`config.mk`:
```
export PLATFORM = sky130hd
export DESIGN_NAME = alu_arbiter
export DESIGN_NICKNAME = d
export VERILOG_FILES = /design/src/rtl/alu_arbiter.sv
export SDC_FILE = /design/constraint.sdc
export NUM_CORES = 1
export LEC_CHECK = 0
export ABC_CLOCK_PERIOD_IN_PS = 5300
export CAP_MARGIN = 20
export CORE_UTILIZATION = 40
export CTS_BUF_LIST = sky130_fd_sc_hd__clkbuf_8
export CTS_CLUSTER_DIAMETER = 100
export DETAILED_ROUTE_END_ITERATION = 8
export GPL_ROUTABILITY_DRIVEN = 0
export PLACE_DENSITY = 0.67
export SLEW_MARGIN = 10
export SYNTH_ARGS = -nofsm -noshare
export SYNTH_HDL_FRONTEND = slang
export SYNTH_SLANG_ARGS = --single-unit
```
`constraint.sdc`:
```
create_clock -name clk -period 5.3 [get_ports clk]
set_input_delay 0.53 -clock clk [delete_from_list [all_inputs] [get_ports clk]]
set_output_delay 0.53 -clock clk [all_outputs]
set_load 0.02 [all_outputs]
```
`src/rtl/alu_arbiter.sv`:
```
// Round-robin arbiter sharing one 64-bit ALU between two requesters, with a registered response
// and an optional Y86-64 condition-code register (built only when ALU_ARB_CC_EN is defined).
module alu_arbiter #(
   parameter int WIDTH = 64
) (
   input  logic             clk,
   input  logic             rst,
   input  logic             req0_valid,
   output logic             req0_ready,
   input  logic [1:0]       req0_op,
   input  logic [WIDTH-1:0] req0_a,
   input  logic [WIDTH-1:0] req0_b,
   input  logic             req0_set_cc,
   input  logic             req1_valid,
   output logic             req1_ready,
   input  logic [1:0]       req1_op,
   input  logic [WIDTH-1:0] req1_a,
   input  logic [WIDTH-1:0] req1_b,
   output logic             rsp_valid,
   output logic             rsp_id,
   output logic [WIDTH-1:0] rsp_result,
   output logic             rsp_overflow,
   output logic             cc_zf,
   output logic             cc_sf,
   output logic             cc_of
);

   // Returns {overflow, result}; overflow is signed two's-complement for add/sub only.
   function automatic logic [WIDTH:0] alu_f(input logic [1:0] op,
                                            input logic [WIDTH-1:0] a,
                                            input logic [WIDTH-1:0] b);
      logic [WIDTH-1:0] r;
      logic             ovf;
      r   = {WIDTH{1'b0}};
      ovf = 1'b0;
      case (op)
         2'd0: begin
            r   = a + b;
            ovf = (a[WIDTH-1] == b[WIDTH-1]) && (r[WIDTH-1] != a[WIDTH-1]);
         end
         2'd1: begin
            r   = a - b;
            ovf = (a[WIDTH-1] != b[WIDTH-1]) && (r[WIDTH-1] != a[WIDTH-1]);
         end
         2'd2:    r = a & b;
         2'd3:    r = a ^ b;
         default: r = {WIDTH{1'b0}};
      endcase
      return {ovf, r};
   endfunction

   logic             ptr_r;
   logic             gnt0_s;
   logic             gnt1_s;
   logic             xfer_s;
   logic [1:0]       op_s;
   logic [WIDTH-1:0] a_s;
   logic [WIDTH-1:0] b_s;
   logic [WIDTH:0]   alu_s;

   logic             rsp_valid_r;
   logic             rsp_id_r;
   logic [WIDTH-1:0] rsp_result_r;
   logic             rsp_overflow_r;

   // Grant and operand mux; with no grant the ALU sees requester 0's operands.
   always_comb begin
      gnt0_s = req0_valid & (~req1_valid | ~ptr_r);
      gnt1_s = req1_valid & (~req0_valid | ptr_r);
      xfer_s = gnt0_s | gnt1_s;
      if (gnt1_s) begin
         op_s = req1_op;
         a_s  = req1_a;
         b_s  = req1_b;
      end else begin
         op_s = req0_op;
         a_s  = req0_a;
         b_s  = req0_b;
      end
      alu_s = alu_f(op_s, a_s, b_s);
   end

   assign req0_ready = gnt0_s;
   assign req1_ready = gnt1_s;

   // Priority pointer and response registers; reset discards any same-cycle transfer.
   always_ff @(posedge clk) begin
      if (rst) begin
         ptr_r          <= 1'b0;
         rsp_valid_r    <= 1'b0;
         rsp_id_r       <= 1'b0;
         rsp_result_r   <= {WIDTH{1'b0}};
         rsp_overflow_r <= 1'b0;
      end else begin
         rsp_valid_r <= xfer_s;
         if (xfer_s) begin
            ptr_r          <= gnt0_s;
            rsp_id_r       <= gnt1_s;
            rsp_result_r   <= alu_s[WIDTH-1:0];
            rsp_overflow_r <= alu_s[WIDTH];
         end
      end
   end

   assign rsp_valid    = rsp_valid_r;
   assign rsp_id       = rsp_id_r;
   assign rsp_result   = rsp_result_r;
   assign rsp_overflow = rsp_overflow_r;

`ifdef ALU_ARB_CC_EN
   logic cc_zf_r;
   logic cc_sf_r;
   logic cc_of_r;

   // Condition codes follow only requester 0 transfers that ask for it.
   always_ff @(posedge clk) begin
      if (rst) begin
         cc_zf_r <= 1'b1;
         cc_sf_r <= 1'b0;
         cc_of_r <= 1'b0;
      end else if (gnt0_s && req0_set_cc) begin
         cc_zf_r <= (alu_s[WIDTH-1:0] == {WIDTH{1'b0}});
         cc_sf_r <= alu_s[WIDTH-1];
         cc_of_r <= alu_s[WIDTH];
      end
   end

   assign cc_zf = cc_zf_r;
   assign cc_sf = cc_sf_r;
   assign cc_of = cc_of_r;
`else
   logic unused_set_cc_s;
   assign unused_set_cc_s = req0_set_cc;
   assign cc_zf = 1'b0;
   assign cc_sf = 1'b0;
   assign cc_of = 1'b0;
`endif

endmodule

```
==> results_dict.tcl <==
set metrics [dict create \
    yosys.area_share.simple 0.307 \
    nets 2976 \
    yosys_most_used_dff "dfxtp_1" \
    die_y_um 185 \
    crit_top_cell "buf_4" \
    rrSetupSlack_ps 760 \
    coreArea_um2 32800 \
    dp.cells 3013 \
    grt_pass1_wl_mm 87.7 \
    htreeDepth 3 \
    register_area_um2 1360 \
    cts-root-buf "clkbuf_8" \
    cp_slowest_cell "o31ai_1" \
    ctsResizeCount 0 \
    initial_core_util 0.409 \
    drt-wirelength-per-cell_um 18.7 \
    post-cts-setup-buffers 0 \
    synthDistinctLibCells 87 \
    avgSynthCellArea_um2 6.10 \
    synthAdderAreaFrac 0.121 \
    track_usage 0.319 \
    hold_depth 2 \
    fmaxAchievable_ghz 0.207 \
    io-pin-count 337 \
    netlist_area_um2 13400 \
    synth-compound-area-share 0.354 \
    fin_crit_ps 4830 \
    drc 0 \
    final.period_utilization 0.912 \
    final_common_cell "nand2_1" \
    final.setup.tns_ps 0 \
    timing.rr.end "rsp_result[59]" \
    nFillCells 3304 \
    ys_seq_area_frac 0.101 \
    drt_wl_total_mm 56.7 \
    grt_pass1_vias 16800 \
    clock-skew-final_ps 9.70 \
    ys_async_sr_fraction 0 \
    grt_antenna_before_repair 0 \
    r2r-start "ptr_r" \
    p_per_area_nw_per_um2 230 \
    cts_tree "done" \
    arrival_ps 5110 \
    synthMuxAreaShare 0.0216 \
    die_x_um 185 \
    drv_cap 0 \
    diodes 0 \
    path_max_fanout 50 \
    cp.required_ps 5570 \
    start_kind "input port" \
    ctsHoldBuffers 0 \
    vias_per_cell 6.03 \
    cts_buffer_depth 2 \
    rsz0062_at_grt "false" \
    synth_seq_cells 68 \
    finalHoldViolations 0 \
    cts_buffers 9 \
    num_vias 18300 \
    cpPeakStageDelay_ps 530 \
    die_area_um2 34300 \
    worst_pin_slew_ps 1140 \
    grt_max_degree 74 \
    clock-sinks 68 \
    hp-class "register to register" \
    placed_area_um2 18200 \
    peakVddDrop_mv 0.114 \
    total_leakage_power_uw 0.00818 \
    fp-row-count 66 \
    clk_pin_slew_ps 100 \
    netlist_instances 2201 \
    area_growth_pct 37.1 \
    synthXorXnorAreaFrac 0.00914 \
    slew_headroom 0.239 \
    drtIter0Drc 2795 \
    synth_edf_count 0 \
    timing.final.ws_setup_ps 466 \
    end_kind "register" \
    multi_input_area_um2 11000 \
    crit_type "input port to register" \
    total_power_uw 4230 \
    post-place-ws_ps 214 \
    r2r_cells 19 \
    hpwlAfterDp_mm 44.2 \
    grt-ovfl-total 0 \
    hold_path_end "rsp_result[3]" \
    clock_latency_ps 400 \
    ys_warn_count 0 \
    drtPass1Iterations 6 \
    slew_viol_final 0 \
    drive_above_1_share 0.0951 \
    port_buffers 332 \
    final_cell_mix "nand2_1, clkdlybuf4s50_1, a21oi_1" \
    status "finished clean" \
    crit_chain "clkdlybuf4s50_1 > inv_1 > o21ai_4 > inv_4 > buf_4 > buf_12 > nand2_1 > nand2_1 > ha_1 > buf_4 > a21oi_1 > nor3_1 > nor2_1 > a31oi_1 > a21bo_2 > a211oi_1 > buf_4 > o31ai_1 > xnor2_1 > a221oi_1 > o21ai_0" \
    setup_viol 0 \
    hp-start "rsp_result[3]" \
    finalNonFillerCells 3029 \
    drtAntennaViolNets 0 \
    final_cell_area_um2 18400 \
    synth_top_family_by_area "compound AO/OA/AOI/OAI gates" \
]
[state kept, by name, summed over array words and instances (netlist names)]
signal,count
rsp_id,1
rsp_result,64
rsp_overflow,1
ptr_r,1
rsp_valid,1
[routing by layer]
metal,part of all wire,track usage,up-vias
met4,0.046,0.149,0
met2,0.43,0.505,1160
li1,-,-,8607
met3,0.11,0.0590,187
met5,0,0,-
met1,0.41,0.417,8297
[through the flow]
step	hold slack (ps)	util
final	465	0.561
after global routing	482	0.561
after CTS	467	0.561
after detailed placement	448	0.555
after global placement	443	0.555
after floorplan	459	-
[worst max-delay path by stage]
stage               start             end  slack [ps]  cells past startpoint
5_1_grt        req0_valid  rsp_result[59]         230                     18
2_1_floorplan  req0_valid  rsp_result[55]         550                     17
6_report       req0_valid  rsp_result[59]         470                     21
4_1_cts        req0_valid  rsp_result[58]         570                     22
3_5_place_dp   req0_valid  rsp_result[58]         210                     22
3_3_place_gp   req0_valid  rsp_result[58]         240                     22
[worst max-delay path: cells and delay by family]
| family | cells | cell delay (ps) |
|---|---|---|
| buffers and inverters | 7 | 1330 |
| AO/OA/AOI/OAI | 8 | 2140 |
| AND/OR/NAND/NOR | 4 | 630 |
| XOR/XNOR | 1 | 130 |
| adder cells (fa/ha/maj) | 1 | 300 |
[where the power goes]
part | switching (uW) | internal [uW]
registers | 49.4 | 587
clock network | 277 | 279
logic | 1780 | 1260
total | 2110 | 2120
[synthesized netlist by cell type, drive strengths merged, types with 10 or more instances]
master	count	area (um^2)
nor4	34	219
nand3	42	210
ha	127	1590
o21ai	129	649
nand4	18	113
buf	41	218
o31ai	31	233
mux2i	20	200
o21a	17	128
inv	133	499
a21o	29	218
o211ai	28	220
a31oi	33	206
o21bai	32	240
nor2	193	724
xnor2	13	114
a2111oi	12	136
nor2b	22	138
a211oi	45	353
clkbuf	109	412
nor3	47	245
a211o	16	140
nand2	534	2000
a311oi	29	254
and2	10	62.6
dfxtp	68	1360
a21oi	215	1080
[final cells by class]
cell class,instances,share of cell area
multi-input combinational,1850,0.597
timing repair buffer,518,0.260
tap,442,0.0300
sequential,68,0.0740
clock inverter,6,0.00469
inverter,135,0.0277
clock buffer,10,0.00748
[kinds of logic after synthesis]
logic type	Yosys count
buf+inv	285
compound gates	718
fa+ha+maj	129
other cells	1
mux	28
xor+xnor	14
simple gates	958
flops	68
Note: power is estimated with default switching activity, not from simulation.
